## config.mk

```make
export PLATFORM = sky130hd
export DESIGN_NAME = id_ex_stage
export DESIGN_NICKNAME = d
export VERILOG_FILES = /design/src/rtl/id_ex_stage.sv
export SDC_FILE = /design/constraint.sdc
export NUM_CORES = 1
export LEC_CHECK = 0
export ABC_AREA = 1
export BUFFER_PORTS_ARGS = -buffer_cell sky130_fd_sc_hd__buf_2
export CAP_MARGIN = 10
export CORE_MARGIN = 1.5
export CORE_UTILIZATION = 40
export CTS_CLUSTER_SIZE = 30
export DETAILED_ROUTE_END_ITERATION = 10
export HOLD_SLACK_MARGIN = 0.08
export PLACE_DENSITY = 0.76
export SLEW_MARGIN = 30
export SYNTH_ARGS = -nofsm -noshare
export SYNTH_HDL_FRONTEND = slang
export SYNTH_SLANG_ARGS = --single-unit
export TNS_END_PERCENT = 20
```

## constraint.sdc

```tcl
create_clock -name clk -period 1.6 [get_ports clk]
set_input_delay 0.24 -clock clk [delete_from_list [all_inputs] [get_ports clk]]
set_output_delay 0.24 -clock clk [all_outputs]
set_load 0.01 [all_outputs]
```

## src/rtl/id_ex_stage.sv

```systemverilog
// id_ex_stage: ID/EX pipeline register with load-use bubble insertion, flush/hold and bubble counter
module id_ex_stage #(
    parameter int DATA_W = 16,
    parameter int REG_W  = 4,
    parameter int CNT_W  = 16
) (
    input  logic              clk,
    input  logic              rst,
    input  logic              flush,
    input  logic              stall_in,
    input  logic              clr_count,
    input  logic              id_valid,
    input  logic [REG_W-1:0]  id_src1,
    input  logic [REG_W-1:0]  id_src2,
    input  logic              id_uses1,
    input  logic              id_uses2,
    input  logic [REG_W-1:0]  id_dst,
    input  logic [DATA_W-1:0] id_data1,
    input  logic [DATA_W-1:0] id_data2,
    input  logic [DATA_W-1:0] id_imm,
    input  logic [3:0]        id_aluop,
    input  logic              id_regwrite,
    input  logic              id_memread,
    input  logic              id_memwrite,
    output logic              ex_valid,
    output logic [REG_W-1:0]  ex_src1,
    output logic [REG_W-1:0]  ex_src2,
    output logic [REG_W-1:0]  ex_dst,
    output logic [DATA_W-1:0] ex_data1,
    output logic [DATA_W-1:0] ex_data2,
    output logic [DATA_W-1:0] ex_imm,
    output logic [3:0]        ex_aluop,
    output logic              ex_regwrite,
    output logic              ex_memread,
    output logic              ex_memwrite,
    output logic              hazard_stall,
    output logic [CNT_W-1:0]  bubble_count
);

    logic              valid_q, valid_d;
    logic [REG_W-1:0]  src1_q, src1_d, src2_q, src2_d, dst_q, dst_d;
    logic [DATA_W-1:0] data1_q, data1_d, data2_q, data2_d, imm_q, imm_d;
    logic [3:0]        aluop_q, aluop_d;
    logic              regwrite_q, regwrite_d, memread_q, memread_d, memwrite_q, memwrite_d;
    logic [CNT_W-1:0]  count_q, count_d;
    logic              load_use, bubble, zero, capture;

    // Hazard detection against the load in EX and the per-edge action select
    always_comb begin
        load_use     = id_valid & valid_q & memread_q &
                       ((id_uses1 & (id_src1 == dst_q)) | (id_uses2 & (id_src2 == dst_q)));
        hazard_stall = load_use & ~flush;
        bubble       = ~flush & ~stall_in & load_use;
        zero         = flush | bubble;
        capture      = ~flush & ~stall_in & ~load_use;
    end

    // Next EX state: squash on flush/bubble, hold on stall_in, otherwise capture decode
    always_comb begin
        valid_d    = zero ? 1'b0       : capture ? id_valid                  : valid_q;
        src1_d     = zero ? '0         : capture ? id_src1                   : src1_q;
        src2_d     = zero ? '0         : capture ? id_src2                   : src2_q;
        dst_d      = zero ? '0         : capture ? id_dst                    : dst_q;
        data1_d    = zero ? '0         : capture ? id_data1                  : data1_q;
        data2_d    = zero ? '0         : capture ? id_data2                  : data2_q;
        imm_d      = zero ? '0         : capture ? id_imm                    : imm_q;
        aluop_d    = zero ? 4'd0       : capture ? id_aluop                  : aluop_q;
        regwrite_d = zero ? 1'b0       : capture ? id_valid & id_regwrite    : regwrite_q;
        memread_d  = zero ? 1'b0       : capture ? id_valid & id_memread     : memread_q;
        memwrite_d = zero ? 1'b0       : capture ? id_valid & id_memwrite    : memwrite_q;
        count_d    = clr_count ? '0 :
                     (bubble && count_q != {CNT_W{1'b1}}) ? count_q + 1'b1 : count_q;
    end

    // EX registers and bubble counter, cleared asynchronously while rst is low
    always_ff @(posedge clk or negedge rst) begin
        if (!rst) begin
            valid_q    <= 1'b0;
            src1_q     <= '0;
            src2_q     <= '0;
            dst_q      <= '0;
            data1_q    <= '0;
            data2_q    <= '0;
            imm_q      <= '0;
            aluop_q    <= 4'd0;
            regwrite_q <= 1'b0;
            memread_q  <= 1'b0;
            memwrite_q <= 1'b0;
            count_q    <= '0;
        end else begin
            valid_q    <= valid_d;
            src1_q     <= src1_d;
            src2_q     <= src2_d;
            dst_q      <= dst_d;
            data1_q    <= data1_d;
            data2_q    <= data2_d;
            imm_q      <= imm_d;
            aluop_q    <= aluop_d;
            regwrite_q <= regwrite_d;
            memread_q  <= memread_d;
            memwrite_q <= memwrite_d;
            count_q    <= count_d;
        end
    end

    assign ex_valid     = valid_q;
    assign ex_src1      = src1_q;
    assign ex_src2      = src2_q;
    assign ex_dst       = dst_q;
    assign ex_data1     = data1_q;
    assign ex_data2     = data2_q;
    assign ex_imm       = imm_q;
    assign ex_aluop     = aluop_q;
    assign ex_regwrite  = regwrite_q;
    assign ex_memread   = memread_q;
    assign ex_memwrite  = memwrite_q;
    assign bubble_count = count_q;

endmodule

```

Word level (Yosys, flattened, before mapping)
Index checks and enable logic that the tools add are counted.

Register bits: 84. Word-level logic and storage cells: 60.

Add/subtract/negate cells: 1. Equal/unequal tests: 3. Muxes and demuxes: 24. Bitwise logic cells: 17. Reductions and logical operators: 3.

Operators with widths (count): 16-bit two-way mux (8); 4-bit two-way mux (8); 16-bit by 1-bit adder with 16-bit output, second input constant (1); 16-bit != test, second input constant (1); 1-bit bitwise AND (12); 4-bit equality test (2); 1-bit two-way mux (8); 2-bit nonzero test (2); 1-bit NOT (3); 1-bit bitwise OR (2); 1-bit logical AND (1).

Longest topological paths before layout
Depth in word-level cells: 8. Gate-level depth with buffers: 11.

Least setup slack after synthesis
No wires, ideal clock.

Kind: reg2reg. Start point: register count_q[0] (netlist: bubble_count[0]). End point: register count_q[11] (netlist: bubble_count[11]). Setup time: 118 ps. Arrival: 1495 ps. Required time: 1482 ps. Setup slack: -13 ps. Stages on the path, launching flop included: 12. Cell sequence: dfrtp_1 -> ha_1 -> nand2_2 -> nor2_4 -> nand2_4 -> nor2_4 -> nand2_2 -> nand4_4 -> nand2_4 -> buf_12 -> nand2_2 -> nand2_1.

Cells in the longest elaborated chain, start to end: 3. Elaborated cells on any way between the ends: 6. Classes of those cells: add/sub (1); eq/ne (1); mux (2); reduce/logical (2).

Ends and longest elaborated chain: start, declared (line 45) `logic [CNT_W-1:0] count_q, count_d;`; start signal, assigned (line 102) `count_q <= count_d;`; 16-bit by 1-bit adder with 16-bit output / 16-bit != test (equally long branches) (line 72) `(bubble && count_q != {CNT_W{1'b1}}) ? count_q + 1'b1 : count_q;`; 16-bit two-way mux / 1-bit logical AND (equally long branches) (line 72); 16-bit two-way mux / 2-bit nonzero test (equally long branches).

Several ways; a longest one is shown, not always the timed one. The select of a mux whose other input is x is not followed. A chain may end at the register's enable or synchronous reset.

Worst setup path after layout
Start point: register dst_q[0] (netlist: ex_dst[0]). End point: output port hazard_stall.

Cells in the longest elaborated chain, start to end: 5. Elaborated cells on any way between the ends: 7. Classes of those cells: eq/ne (2); bitwise (5).

Ends and longest elaborated chain: start, declared (line 41) `logic [REG_W-1:0] src1_q, src1_d, src2_q, src2_d, dst_q, dst_d;`; start signal, assigned (line 94) `dst_q <= dst_d;`; 4-bit equality test (line 51) `((id_uses1 & (id_src1 == dst_q)) | (id_uses2 & (id_src2 == dst_q)));`; 1-bit bitwise AND (line 51); 1-bit bitwise OR (*) (line 51); 1-bit bitwise AND (*) (line 50) `load_use = id_valid & valid_q & memread_q &`; 1-bit bitwise AND (*) (line 52) `hazard_stall = load_use & ~flush;`; end, declared (line 36) `output logic hazard_stall,`.

Every way passes the cells marked *; elsewhere a longest branch is shown, timed or not.

==> impl_metrics.ini <==
[status]
status = finished with violations
failed_checks = negative setup slack

[clock_tree]
clk_pin_slew_worst_paths_ns = 0.09
cts_buffers = 9
sink_count_of_the_clock_tree = 84
cts_max_path_buffers = 2
htree_depth = 3
cts_tree = done
clkLatencyLatePin_ns = 0.35
clock-root-buffer = sky130_fd_sc_hd__clkbuf_8

[sta]
timing.final.crit_period_ns = 1.74
max-slew-margin-rel = 0.705
worst_hold_slack_after_final_layout_ns = 0.105
final_hold_vio_count = 0
final.setup.tns_ns = -0.140
worst_slew_pin_slew_ns = 0.443
final.period_utilization = 1.09
max_freq_mhz = 575
finalSetupViolations = 1
setup_slack_ns = -0.140
finalMaxSlewViolations = 0
clock_skew_ns = 0.0131
rsz0062_at_grt = yes

[synth]
synth_area_leader_cell = sky130_fd_sc_hd__dfrtp_1
area_share_of_fa_ha_maj_cells_after_synthesis = 0.00321
syn_nets = 551
yosys_most_used_dff = sky130_fd_sc_hd__dfrtp_1
synth_xor_area_frac = 0.0202
synthesis.area_per_instance_um2 = 8.20
synthArstFlopShare = 1.00
yosysTopAreaCellShare = 0.540
yosys.cell_types.count = 23
synth-edff-count = 0
synth_cells = 475
netlist_top_cells_area = sky130_fd_sc_hd__dfrtp_1 54%, sky130_fd_sc_hd__nand2_1 16%, sky130_fd_sc_hd__nand3_1 10%
synth.area.mux_share = 0
synth_top_family_by_area = simple AND/OR/NAND/NOR gates
share_of_synthesized_area_occupied_by_flip_flops_and_latches = 0.540
yosys_warnings = 0
compound_gate_fraction_of_synth_area = 0.0244
synth_simple_gate_area_share = 0.360
synth_seq_cells = 84
netlist_area_um2 = 3890

[grt]
busiest_layer = met2
global_route.usage.met2 = 0.342
first_pass_grt_wire_length_um = 16700
grt_pass1_vias = 3555
grt_use_met1 = 0.269
met3_usage = 0.0386
largest_net_degree_at_the_start_of_global_routing = 35
globalRouteTotalUtil = 0.206
grt-ovfl-total = 0
antenna_found_initial = 1

[final_layout]
n_antenna_cell = 0
layout.core_utilization = 0.568
finalNetCount = 727
layout.filler_cells = 890
final_layout_size_suffix_gt1_frac = 0.369
layout_common_cells = 167 x sky130_fd_sc_hd__nand2_1, 157 x sky130_fd_sc_hd__buf_2, 83 x sky130_fd_sc_hd__dfrtp_1, 79 x sky130_fd_sc_hd__nand3_1, 27 x sky130_fd_sc_hd__nor2_1
area_taken_by_multi_input_logic_gates_um2 = 1660
layout_commonest_cell = sky130_fd_sc_hd__nand2_1
regArea_um2 = 2100
flow.area_growth_from_synthesis_pct = 36.1

[critical_path]
critical_path.startpoint_type = flop
cp_data_required_time_ns = 1.36
cp_data_arrival_time_ns = 1.50
cp_num_buf_inv = 1
timing.setup.critical_path_class = reg2out
critical_path.max_fanout = 5
crit_chain = nand2_1 -> nand2_2 -> nor2_2 -> nand3_1 -> nand2_2 -> nand2_4 -> nor2_4 -> buf_6
cp_num_cells = 8
timing.critical_path.slowest_cell_delay_ns = 0.44
timing.critical_path.slowest_stage_cell = sky130_fd_sc_hd__dfrtp_1
critical-path-top-cell-by-count = sky130_fd_sc_hd__nand2_2
endpoint_kind = primary output
path_delay_family = simple AND/OR/NAND/NOR gates
reg2reg_depth = 10

[floorplanning]
num_rows = 35
die_h_um = 102
fp.dieW_um = 102
die_area_um2 = 10300
core_area_um2 = 9330
ioPinCount = 160
initial_core_util = 0.418

[detailed_routing]
postRouteWirelength_um = 10600
remaining_drc_errors = 0
first_pass_iters = 4
initialDrtViolationCount = 187
drt.antenna.violating_nets = 0
post_drt_wl_per_cell_um = 13.5
num_vias = 3832
routed_via_density = 4.88

[power]
cellLeakagePower_nw = 3.04
power_density_nw_per_um2 = 830
total_power_draw_w = 0.00440
worst_ir_drop_vdd_v = 0.000588

[placement]
detailedPlacementHpwl_um = 7680
final_gp_congestion = 0.919
worst_slack_at_placement_ns = 0.0397
numPortBuffers = 159

[min_path]
worstHoldPathType = in2reg
hold_path_depth = 3

[flow_run]
max_cap_violations = 0
state kept, by name, indices dropped and copies added (netlist names), 4 cells and up:
name / count
ex_src1: 4
ex_data1: 16
bubble_count: 16
ex_data2: 16
ex_imm: 16
ex_aluop: 4
ex_dst: 4
ex_src2: 4
timing repair:
item / CTS / global route
cloned: 0 / 1
endpoints found under the hold margin: 32 / 0
pin swaps: 3 / 4
setup buffers: 2 / 2
gates resized for setup: 2 / 18
hold buffers: 1 / 0
endpoints found under the setup margin: 1 / 72
cell type report:
class	count	share of cell area
tap	129	0.0304
clock inverter	5	0.0113
multi-input combinational	344	0.312
inverter	25	0.0177
clock buffer	11	0.0248
timing repair buffer	187	0.207
sequential	84	0.397
synthesized netlist by cell type, types with 2 or more instances:
| cell type | number |
|---|---|
| sky130_fd_sc_hd__nand2_4 | 2 |
| sky130_fd_sc_hd__inv_2 | 4 |
| sky130_fd_sc_hd__clkbuf_1 | 13 |
| sky130_fd_sc_hd__nor2_2 | 3 |
| sky130_fd_sc_hd__nand3_1 | 81 |
| sky130_fd_sc_hd__nand4_1 | 3 |
| sky130_fd_sc_hd__nor3_1 | 4 |
| sky130_fd_sc_hd__xor2_1 | 4 |
| sky130_fd_sc_hd__nor2_4 | 3 |
| sky130_fd_sc_hd__dfrtp_1 | 84 |
| sky130_fd_sc_hd__o21ai_0 | 18 |
| sky130_fd_sc_hd__nor2_1 | 31 |
| sky130_fd_sc_hd__xnor2_1 | 5 |
| sky130_fd_sc_hd__nand2_2 | 17 |
| sky130_fd_sc_hd__buf_2 | 7 |
| sky130_fd_sc_hd__nand2_1 | 170 |
| sky130_fd_sc_hd__inv_1 | 20 |
worst reg2reg max path, delay by kind of cell (launching register included):
kind	cells	cell delay, ns
flops	1	0.44
simple gates	8	0.70
buf+inv	2	0.34
through the flow:
step / area, um^2 / cells
2_1_floorplan: 3900 / 475
3_3_place_gp: 4990 / 764
3_5_place_dp: 4990 / 764
4_1_cts: 5220 / 783
5_1_grt: 5300 / 785
6_report: 5300 / 785
final timing paths:
check	startpoint	endpoint	slack, ns
max in group asynchronous	rst	bubble_count[7]$_DFFE_PN0P_	0.60
min in group asynchronous	rst	ex_data1[5]$_DFFE_PN0P_	0.36
min	id_data1[11]	ex_data1[11]$_DFFE_PN0P_	0.10
max reg2reg	ex_dst[0]$_DFFE_PN0P_	bubble_count[0]$_DFFE_PN0P_	0.01
max	ex_dst[0]$_DFFE_PN0P_	hazard_stall	-0.14
min reg2reg	ex_data2[15]$_DFFE_PN0P_	ex_data2[15]$_DFFE_PN0P_	0.48
per-layer routing:
metal,share of wire,routed length [um]
met1,0.44,4640
met4,0.015,156
met5,0.00094,10
met2,0.48,5080
met3,0.066,704
cell families (layout without fill, tap and decap cells):
group | count (synthesis) | in the layout
AND/OR/NAND/NOR | 315 | 315
flip-flops | 84 | 84
buffers and inverters | 47 | 228
AO/OA/AOI/OAI | 19 | 19
XOR/XNOR | 9 | 9
adder cells (fa/ha/maj) | 1 | 1
where the power goes:
group / internal [W] / switching [W] / total [W]
sequential: 0.00222 / 0.0000630 / 0.00229
combinational: 0.000256 / 0.000348 / 0.000604
clock: 0.000729 / 0.000778 / 0.00151
total: 0.00321 / 0.00119 / 0.00440
No activity file was read; power rests on OpenSTA's default activity.
